### src/rtl/bcd_serial_add_ctrl.sv
// Digit-serial packed-BCD adder sequencer. It drives one shared single-digit
// BCD adder, least-significant digit first, and returns the packed sum and
// carry-out through a valid/ready handshake.
module bcd_serial_add_ctrl #(
   parameter int unsigned DIGITS = 4,
   parameter int unsigned CNT_W  = 3
) (
   input  logic                  clk,
   input  logic                  rst,
   input  logic                  in_valid,
   output logic                  in_ready,
   input  logic [4*DIGITS-1:0]   op_a,
   input  logic [4*DIGITS-1:0]   op_b,
   input  logic                  cin,
   output logic [3:0]            dig_a,
   output logic [3:0]            dig_b,
   output logic                  dig_cin,
   input  logic [3:0]            dig_sum,
   input  logic                  dig_cout,
   output logic                  out_valid,
   input  logic                  out_ready,
   output logic [4*DIGITS-1:0]   result,
   output logic                  cout,
   output logic                  err
);

   localparam int unsigned W = 4 * DIGITS;

   typedef enum logic [1:0] {
      IDLE = 2'd0,
      ADD  = 2'd1,
      DONE = 2'd2
   } state_t;

   state_t           state;
   state_t           state_nxt;
   logic [CNT_W-1:0] idx;
   logic             carry;
   logic [W-1:0]     a_q;
   logic [W-1:0]     b_q;
   logic             accept;
   logic             last;

   // Flags any packed digit above 9.
   function automatic logic has_bad_digit(input logic [W-1:0] v);
      logic bad;
      bad = 1'b0;
      for (int unsigned i = 0; i < DIGITS; i++) begin
         if (v[i*4 +: 4] > 4'd9) bad = 1'b1;
      end
      return bad;
   endfunction

   assign accept = in_valid && (state == IDLE);
   assign last   = (state == ADD) && (idx == CNT_W'(DIGITS - 1));

   // State register.
   always_ff @(posedge clk or posedge rst) begin
      if (rst) state <= IDLE;
      else     state <= state_nxt;
   end

   // Next-state decode.
   always_comb begin
      state_nxt = state;
      case (state)
         IDLE:    if (accept)    state_nxt = ADD;
         ADD:     if (last)      state_nxt = DONE;
         DONE:    if (out_ready) state_nxt = IDLE;
         default:                state_nxt = IDLE;
      endcase
   end

   // Handshake and shared-adder drive; the adder inputs are held at zero outside ADD.
   always_comb begin
      in_ready = 1'b0;
      dig_a    = 4'd0;
      dig_b    = 4'd0;
      dig_cin  = 1'b0;
      case (state)
         IDLE: in_ready = 1'b1;
         ADD: begin
            for (int unsigned i = 0; i < DIGITS; i++) begin
               if (idx == CNT_W'(i)) begin
                  dig_a = a_q[i*4 +: 4];
                  dig_b = b_q[i*4 +: 4];
               end
            end
            dig_cin = carry;
         end
         default: ;
      endcase
   end

   // Operand latch, digit walk and registered result outputs.
   always_ff @(posedge clk or posedge rst) begin
      if (rst) begin
         idx       <= '0;
         carry     <= 1'b0;
         a_q       <= '0;
         b_q       <= '0;
         result    <= '0;
         cout      <= 1'b0;
         err       <= 1'b0;
         out_valid <= 1'b0;
      end else begin
         case (state)
            IDLE: begin
               if (accept) begin
                  a_q    <= op_a;
                  b_q    <= op_b;
                  carry  <= cin;
                  idx    <= '0;
                  result <= '0;
                  err    <= has_bad_digit(op_a) | has_bad_digit(op_b);
               end
            end
            ADD: begin
               for (int unsigned i = 0; i < DIGITS; i++) begin
                  if (idx == CNT_W'(i)) result[i*4 +: 4] <= dig_sum;
               end
               carry <= dig_cout;
               if (last) begin
                  idx       <= '0;
                  cout      <= dig_cout;
                  out_valid <= 1'b1;
               end else begin
                  idx <= idx + CNT_W'(1);
               end
            end
            DONE: begin
               if (out_ready) out_valid <= 1'b0;
            end
            default: ;
         endcase
      end
   end

endmodule
### config.mk
export PLATFORM = sky130hd
export DESIGN_NAME = bcd_serial_add_ctrl
export DESIGN_NICKNAME = d
export VERILOG_FILES = /design/src/rtl/bcd_serial_add_ctrl.sv
export SDC_FILE = /design/constraint.sdc
export NUM_CORES = 1
export LEC_CHECK = 0
export CORE_UTILIZATION = 25
export CTS_CLUSTER_SIZE = 12
export DETAILED_ROUTE_END_ITERATION = 8
export DONT_BUFFER_PORTS = 1
export SLEW_MARGIN = 30
export SYNTH_ARGS = -nofsm -noshare
export SYNTH_HDL_FRONTEND = slang
export SYNTH_SLANG_ARGS = --single-unit
export TNS_END_PERCENT = 10
### constraint.sdc
create_clock -name clk -period 2.9 [get_ports clk]
set_clock_uncertainty 0.15 [all_clocks]
set_input_delay 0 -clock clk [delete_from_list [all_inputs] [get_ports clk]]
set_output_delay 0 -clock clk [all_outputs]
set_load 0.01 [all_outputs]
==> results.json, run 1 <==
{
  "cts.sinks": 57,
  "hp-class": "primary input to flop",
  "io_buffers": 0,
  "hold_viol": 0,
  "rsz0062_at_grt": "false",
  "post-place-cells": 342,
  "start_util_pct": 25.9,
  "synth-edff-count": 0,
  "power_mw": 3.67,
  "gp_congestion": 0.663,
  "syn-cell-area_mm2": 0.00282,
  "relSlewSlack_pct": 56.4,
  "yosys_warnings": 0,
  "synthSimpleGateAreaFrac_pct": 10.2,
  "synthXorXnorAreaFrac_pct": 0,
  "viasPerCell": 4.69,
  "place_area_mm2": 0.00292,
  "drive_above_1_share_pct": 21.4,
  "min_to": "err$_DFFE_PP0P_",
  "clkTransAtPathRegs_ns": 0.07,
  "drtAntennaViolNets": 0,
  "path_buf_inv": 1,
  "finalCriticalPeriod_ns": 2.31,
  "ys_seq_area_share_pct": 50.6,
  "nNetsFinal": 304,
  "reg2reg_slack_ns": 0.59,
  "wirelength_um": 7060,
  "fin_tns_setup_ns": 0,
  "syn-num-nets": 256,
  "crit_path_start_kind": "flop",
  "ys_types": 41,
  "synth_ff_type": "dfrtp_1",
  "fin_area_mm2": 0.00355,
  "die_y_um": 108,
  "die_w_um": 108,
  "ctsResizeCount": 0,
  "maxSlewViolCount": 0,
  "row_count": 38,
  "grt_max_degree": 38,
  "fin_crit_sh_pct": 79.5,
  "cts_hold_buf": 45,
  "hpwl_um": 4620,
  "synthesis.instances": 210,
  "worstPathMaxFanout": 15,
  "p_per_area_mw_per_mm2": 1030,
  "die-area_mm2": 0.0117,
  "ios": 71,
  "drc_errors": 0,
  "worstReg2RegEnd": "result[15]$_DFFE_PP0P_",
  "hold_start": "op_b[13]",
  "rr_worst_depth": 4,
  "clk_latency_ns": 0.34,
  "synth_fa_ha_area_share_pct": 1.78,
  "final_cell_count_no_fill": 402,
  "p_leak_nw": 1.52,
  "antenna_found_initial": 0,
  "wl_per_cell_um": 17.5,
  "post_cts_buffers": 0,
  "synth_top_family_by_area": "multiplexers",
  "worstPathRequired_ns": 3.02,
  "tightest_slew_ns": 0.654,
  "criticalPathCategory": "flop to flop",
  "cp.depth": 4,
  "drtIter0Drc": 76,
  "ir_drop_mv": 0.466,
  "setup_viol": 0,
  "critical-path-max-stage-delay_ns": 0.67,
  "status": "completed",
  "htree_num_levels": 3,
  "syn2layout_area_growth_pct": 26.0,
  "clock_path_buffers": 2,
  "place_worst_setup_slack_ns": 0.816,
  "antenna_cells": 0,
  "worstSetupEndpointType": "flop",
  "drtPass1Iterations": 6,
  "vias": 1886,
  "cts_buffers": 9,
  "async_flop_share_pct": 100,
  "track_usage_pct": 13.2,
  "worst_slack_ns": 0.594,
  "crit_slowest_cell": "dfrtp_1",
  "grt_overflow": 0,
  "grt_pass1_vias": 1993,
  "ys_seq_elements": 57,
  "core_area_mm2": 0.0109,
  "synth_mux_area_share_pct": 18.3,
  "cp_top_family": "simple AND/OR/NAND/NOR gates",
  "fmax_mhz": 434,
  "grt_first_pass_wirelength_um": 11300,
  "avgSynthCellArea_um2": 13.4,
  "cap_violations": 0,
  "crit_chain": "nor2b_1 -> nand2_1 -> mux2i_1 -> dlygate4sd3_1",
  "synth-compound-area-share_pct": 14.7,
  "cts_tree": "yes",
  "hold_depth": 3,
  "cp_data_arrival_time_ns": 2.43,
  "cts-root-buf": "clkbuf_8",
  "worstReg2RegStart": "state[0]$_DFFE_PP0P_"
}
## placed cells by master, fill, tap and decap left out, types with 2 or more instances in the layout
| cell type | synthesis | routed |
|---|---|---|
| dfrtp_1 | 57 | 57 |
| dlygate4sd3_1 | 0 | 45 |
| mux2_4 | 28 | 28 |
| a22o_1 | 13 | 13 |
| clkbuf_8 | 0 | 12 |
| o21ai_1 | 10 | 10 |
| nand2_1 | 8 | 8 |
| o2bb2ai_1 | 8 | 8 |
| o21ai_0 | 8 | 8 |
| inv_1 | 8 | 7 |
| mux2_1 | 5 | 5 |
| nand2b_1 | 4 | 4 |
| nor2b_1 | 4 | 4 |
| and3b_1 | 4 | 4 |
| a211oi_1 | 4 | 4 |
| a221oi_1 | 4 | 4 |
| mux2i_1 | 4 | 4 |
| ha_1 | 4 | 4 |
| o21bai_1 | 2 | 2 |
| and4bb_4 | 2 | 2 |
| nor2_2 | 2 | 2 |
| nor2_1 | 2 | 2 |
| a31oi_1 | 2 | 2 |
| and4_1 | 2 | 2 |
| buf_4 | 1 | 2 |
## how the worst max path moves through the flow
stage	end	from	slack, ns
CTS	dig_a[1]	idx[0]$_DFFE_PP0P_	0.60
detailed placement	b_q[5]$_DFFE_PP0P_	state[1]$_DFFE_PP0P_	0.82
floorplan	result[10]$_DFFE_PP0P_	idx[0]$_DFFE_PP0P_	1.24
global placement	b_q[2]$_DFFE_PP0P_	state[1]$_DFFE_PP0P_	0.88
finish	result[15]$_DFFE_PP0P_	state[0]$_DFFE_PP0P_	0.59
global route	result[13]$_DFFE_PP0P_	state[0]$_DFFE_PP0P_	0.43
## power by group
group          switching, mW  internal [mW]
Combinational          0.711          0.799
Sequential             0.316           1.15
Clock                  0.319          0.374
Total                   1.35           2.32
## per-stage QoR
| stage | utilization [%] | hold slack [ns] |
|---|---|---|
| 4_1_cts | 32.6 | 0.00579 |
| 3_3_place_gp | 26.8 | -0.208 |
| 2_1_floorplan | - | -0.0153 |
| 3_5_place_dp | 26.8 | -0.198 |
| 6_report | 32.6 | 0.00408 |
| 5_1_grt | 32.6 | 0.0490 |
## tightest hold or removal path, stage by stage
cell and delay (ns):
o21ai_0 0.12, and4_1 0.23, a31oi_1 0.09
## layer usage
layer  up-vias  wire, um  part of all wire (%)  global-route usage, %
li1        870         -                     -                      -
met3        11       417                   5.9                   4.52
met1       947      3200                    45                   16.9
met4         0        93                   1.3                   4.70
met5         -         0                     0                      0
met2        58      3340                    47                   20.5
## cell families after synthesis
kind of cell / after synthesis
flip-flops: 57
AO/OA/AOI/OAI: 56
AND/OR/NAND/NOR: 38
multiplexers: 37
buffers and inverters: 18
adder cells (fa/ha/maj): 4
## synthesized netlist by cell type (2+ instances only)
library cell	number	area share (%)
dfrtp_1	57	51
mux2_4	28	15
a22o_1	13	4.0
o21ai_1	10	1.8
inv_1	8	1.1
nand2_1	8	1.1
o21ai_0	8	1.4
o2bb2ai_1	8	2.5
mux2_1	5	2.0
a211oi_1	4	1.1
a221oi_1	4	1.2
and3b_1	4	1.2
buf_6	4	1.6
ha_1	4	1.8
mux2i_1	4	1.4
nand2b_1	4	0.89
nor2b_1	4	0.89
a31oi_1	2	0.44
and4_1	2	0.62
and4bb_4	2	1.2
buf_8	2	1.1
clkbuf_1	2	0.27
nor2_1	2	0.27
nor2_2	2	0.44
nor3b_2	2	0.89
o21bai_1	2	0.53
## state kept, by name (all words and copies together), names as in the netlist
register   count
cout           1
state          2
out_valid      1
carry          1
b_q           16
a_q           16
result        16
idx            3
err            1
## layout make-up
class / count / area [um^2]
clock inverters: 2 / 12.5
repair buffers: 47 / 465
clock buffers: 13 / 169
multi-input cells: 135 / 1270
fillers: 1095 / 7340
inverters: 8 / 30.0
flip-flops and latches: 57 / 1430
well taps: 140 / 175
(Power assumes the default switching activity.)
==> run 2, diff against run 1 <==
- clock period: 2.9 -> 2.4 ns (I/O delays scaled with it)
==> run 2 against run 1 <==
Wire length increased by 4.9%. Sequential power up 22%. Critical path depth stayed put. Combinational power up 27%. Clock-buffer cell count is 1 lower. Highest routed layer unchanged. Clock power is 50% higher. Register-to-register slack worse by 0.34 ns. Largest power group unchanged. Worst hold slack gained 0.0022 ns. Design area rose by 2.7%. Largest cell class unchanged. Power increased by 30%. Global-route usage increased by 0.35 points.
==> results.json, run 2 (synthesis gave the netlist of run 1 again) <==
{
  "post-place-cells": 345,
  "viasPerCell": 4.76,
  "reg2reg_slack_ns": 0.25,
  "rr_worst_depth": 4,
  "multi_input_area_mm2": 0.00131,
  "maxSlewViolCount": 0,
  "ios": 71,
  "vias": 1923,
  "clock_path_buffers": 2,
  "p_leak_nw": 1.56,
  "clkTransAtPathRegs_ns": 0.07,
  "start_util_pct": 25.9,
  "relSlewSlack_pct": 55.6,
  "drive_above_1_share_pct": 25.0,
  "track_usage_pct": 13.5,
  "worstPathMaxFanout": 8,
  "finalCriticalPeriod_ns": 2.25,
  "crit_path_start_kind": "flop",
  "status": "completed",
  "grt_first_pass_wirelength_um": 11500,
  "power_mw": 4.75,
  "fin_crit_sh_pct": 93.6,
  "cap_violations": 0,
  "fin_tns_setup_ns": 0,
  "antenna_cells": 0,
  "ir_drop_mv": 0.464,
  "worstReg2RegEnd": "result[13]$_DFFE_PP0P_",
  "fmax_mhz": 445,
  "syn2layout_area_growth_pct": 29.5,
  "gp_congestion": 0.710,
  "die_w_um": 108,
  "wl_per_cell_um": 18.3,
  "cp_data_arrival_time_ns": 2.10,
  "final_cell_mix": "dfrtp_1, dlygate4sd3_1, mux2_4",
  "critPathLaunch": "idx[0]$_DFFE_PP0P_",
  "cts_tree": "yes",
  "die-area_mm2": 0.0117,
  "hold_viol": 0,
  "p_per_area_mw_per_mm2": 1300,
  "fillers": 1073,
  "grt_pass1_vias": 2088,
  "worstSetupEndpointType": "output pin",
  "drtPass1Iterations": 4,
  "hpwl_um": 4860,
  "cts_buffers": 9,
  "hp-class": "primary input to asynchronous set/reset pin",
  "grt_overflow": 0,
  "tightest_slew_ns": 0.666,
  "drtIter0Drc": 75,
  "core_area_mm2": 0.0109,
  "die_y_um": 108,
  "row_count": 38,
  "final_common_cell": "dfrtp_1",
  "final_cell_count_no_fill": 404,
  "worstReg2RegStart": "state[0]$_DFFE_PP0P_",
  "io_buffers": 0,
  "clk_latency_ns": 0.33,
  "drc_errors": 0,
  "setup.worst_path.end": "dig_b[0]",
  "rsz0062_at_grt": "true",
  "grt_max_degree": 38,
  "antenna_found_initial": 0,
  "final-seq-area_mm2": 0.00143,
  "worstPathRequired_ns": 2.25,
  "setup_viol": 0,
  "criticalPathCategory": "flop to output pin",
  "nNetsFinal": 305,
  "drtAntennaViolNets": 0,
  "reg.largest.list": "a_q (16), b_q (16), result (16)",
  "cts.sinks": 57,
  "hold_slack_ns": 0.00630,
  "htree_num_levels": 3,
  "cts-root-buf": "clkbuf_8",
  "wirelength_um": 7400
}
run 2: final cells by class:
type,instances,share of cell area [%]
clock buffer,12,4.25
clock inverter,4,2.06
inverter,8,0.823
multi-input combinational,135,35.8
sequential,57,39.1
tap,140,4.80
timing repair buffer,48,13.2
run 2: per-layer routing:
| metal | vias to the layer above | part of all wire (%) | wire (um) | global-route usage (%) |
|---|---|---|---|---|
| met5 | - | 0 | 0 | 0 |
| met4 | 0 | 1.8 | 136 | 4.99 |
| met3 | 10 | 5.7 | 422 | 4.58 |
| met2 | 57 | 48 | 3590 | 22.1 |
| met1 | 975 | 44 | 3250 | 16.5 |
| li1 | 881 | - | - | - |
run 2: timing repair:
item                       CTS  global route
setup endpoints to repair    0             9
hold buffers                43             0
resized for setup            0             6
buffers inserted             0             0
hold endpoints to repair   113             0
run 2: critical path: stages (launching register included):
cell and delay [ns]:
dfrtp_1 0.43, ha_1 0.31, nor4b_4 0.59, o21ai_1 0.19, o2bb2ai_2 0.23
run 2: where the power goes:
group,switching (mW),internal [mW],leakage [nW]
clock network,0.398,0.642,0.109
logic,0.903,1.02,0.757
registers,0.404,1.39,0.691
run 2: stage by stage:
stage	worst slack, ns	area, um^2	utilization (%)
global route	-0.0229	3650	33.5
detailed placement	0.480	2950	27.1
global placement	0.491	2950	27.1
finish	0.153	3650	33.5
floorplan	0.740	2820	-
CTS	0.0802	3610	33.2
run 2: worst min path at each step:
| stage | start | endpoint | slack, ns | depth (start not counted) |
|---|---|---|---|---|
| floorplan | op_b[2] | b_q[2]$_DFFE_PP0P_ | -0.02 | 1 |
| global placement | rst | b_q[12]$_DFFE_PP0P_ | -0.20 | 1 |
| detailed placement | rst | b_q[12]$_DFFE_PP0P_ | -0.20 | 1 |
| CTS | rst | b_q[7]$_DFFE_PP0P_ | 0.002 | 2 |
| global route | rst | b_q[3]$_DFFE_PP0P_ | 0.04 | 2 |
| finish | rst | b_q[3]$_DFFE_PP0P_ | 0.006 | 2 |
==> run 3, diff against run 2 <==
- CTS_BUF_LIST: default -> sky130_fd_sc_hd__clkbuf_4 sky130_fd_sc_hd__clkbuf_8
==> run 3 against run 2 <==
Critical path type unchanged. Via count barely moved. Largest cell class unchanged. Critical path depth unchanged. Clock-buffer cell count stayed put. Setup slack lost 0.0038 ns. Sequential cell count unchanged. Die area stayed put. Clock power hardly changed. Design area grew 0.10%. Highest routed layer unchanged. Sequential power about the same. Register-to-register slack about the same. Non-clock buffer count is the same.
==> results.json, run 3 (synthesis gave the netlist of run 1 again) <==
{
  "syn2layout_area_growth_pct": 29.6,
  "hpwl_um": 4860,
  "track_usage_pct": 13.5,
  "antenna_cells": 0,
  "vias": 1924,
  "fin_area_mm2": 0.00365,
  "wirelength_um": 7400,
  "hp-class": "primary input to asynchronous set/reset pin",
  "drtPass1Iterations": 4,
  "drtAntennaViolNets": 0,
  "die_y_um": 108,
  "status": "completed",
  "worstSetupEndpointType": "output pin",
  "maxSlewViolCount": 0,
  "critPathLaunch": "idx[0]$_DFFE_PP0P_",
  "clkTransAtPathRegs_ns": 0.07,
  "cts.sinks": 57,
  "relSlewSlack_pct": 55.6,
  "grt_max_degree": 38,
  "ios": 71,
  "tightest_slew_ns": 0.666,
  "clock_path_buffers": 2,
  "reg.largest.list": "a_q (16), b_q (16), result (16)",
  "worstReg2RegEnd": "result[13]$_DFFE_PP0P_",
  "hold_viol": 0,
  "cp_data_arrival_time_ns": 2.10,
  "crit_chain": "ha_1 -> nor4b_4 -> o21ai_1 -> o2bb2ai_2",
  "worstPathMaxFanout": 8,
  "grt_first_pass_wirelength_um": 11600,
  "drtIter0Drc": 83,
  "cts_tree": "yes",
  "fmax_mhz": 444,
  "setup.worst_path.end": "dig_b[0]",
  "die-area_mm2": 0.0117,
  "worstReg2RegStart": "state[0]$_DFFE_PP0P_",
  "drc_errors": 0,
  "drive_above_1_share_pct": 25.4,
  "worst_slack_ns": 0.150,
  "io_buffers": 0,
  "crit_slowest_cell": "nor4b_4",
  "ir_drop_mv": 0.464,
  "worstPathRequired_ns": 2.25,
  "reg2reg_slack_ns": 0.25,
  "criticalPathCategory": "flop to output pin",
  "cts_buffers": 9,
  "p_per_area_mw_per_mm2": 1310,
  "grt_overflow": 0,
  "start_util_pct": 25.9,
  "viasPerCell": 4.76,
  "htree_num_levels": 3,
  "postLayoutCoreUtil_pct": 33.5,
  "gp_congestion": 0.710,
  "p_leak_nw": 1.56,
  "setup_viol": 0,
  "antenna_found_initial": 0,
  "cts-root-buf": "clkbuf_8",
  "place_area_mm2": 0.00295,
  "cap_violations": 0,
  "die_w_um": 108,
  "final_common_cell": "dfrtp_1",
  "row_count": 38,
  "rsz0062_at_grt": "true",
  "final_cell_mix": "dfrtp_1, dlygate4sd3_1, mux2_4",
  "finalCriticalPeriod_ns": 2.25,
  "nNetsFinal": 305,
  "rr_worst_depth": 4,
  "fillers": 1072,
  "critical-path-max-stage-delay_ns": 0.59,
  "crit_path_start_kind": "flop",
  "wl_per_cell_um": 18.3,
  "place_worst_setup_slack_ns": 0.480,
  "core_area_mm2": 0.0109,
  "clk_latency_ns": 0.33,
  "grt_pass1_vias": 2086,
  "fin_crit_sh_pct": 93.8
}
==> run 3: worst min path at each step <==
stage | depth (start not counted) | startpoint | endpoint
CTS | 2 | rst | b_q[7]$_DFFE_PP0P_
global route | 2 | rst | b_q[3]$_DFFE_PP0P_
global placement | 1 | rst | b_q[12]$_DFFE_PP0P_
detailed placement | 1 | rst | b_q[12]$_DFFE_PP0P_
finish | 2 | rst | b_q[3]$_DFFE_PP0P_
floorplan | 1 | op_b[2] | b_q[2]$_DFFE_PP0P_
==> run 3: stage by stage <==
step	hold WS, ns	setup TNS, ns	power [mW]	cells
global placement	-0.201	0	3.53	345
detailed placement	-0.198	0	3.58	345
floorplan	-0.0153	0	3.19	210
global route	0.0409	-0.0229	5.08	404
CTS	0.00194	0	4.76	404
finish	0.00591	0	4.77	404
==> run 3: final cells by class <==
type	instances	area (um^2)	share of cell area, %
Tap cell	140	175	4.80
Sequential cell	57	1430	39.1
Inverter	8	30.0	0.822
Multi-Input combinational cell	135	1310	35.8
Clock buffer	12	159	4.35
Clock inverter	4	75.1	2.06
Timing Repair Buffer	48	480	13.2
==> run 3: metal layers <==
metal	global-route usage (%)	wire length [um]
met5	0	0
met4	4.99	136
met3	4.58	419
met2	22.1	3600
met1	16.5	3250
==> run 3: timing repair <==
item	4_1_cts	5_1_grt
hold buffers	43	0
setup endpoints to repair	0	9
endpoints found under the hold margin	113	0
resized for setup	0	6
setup buffers	0	0
==> run 3: power breakdown <==
part           total, mW  switching (mW)  internal [mW]
Sequential          1.80           0.404           1.39
Combinational       1.92           0.903           1.02
Clock               1.05           0.398          0.653
==> run 3: worst max-delay path, delay by kind of cell (launching register included) <==
| kind | cells | cell delay, ns |
|---|---|---|
| compound gates | 2 | 0.43 |
| fa+ha+maj | 1 | 0.31 |
| flops | 1 | 0.43 |
| simple gates | 1 | 0.59 |
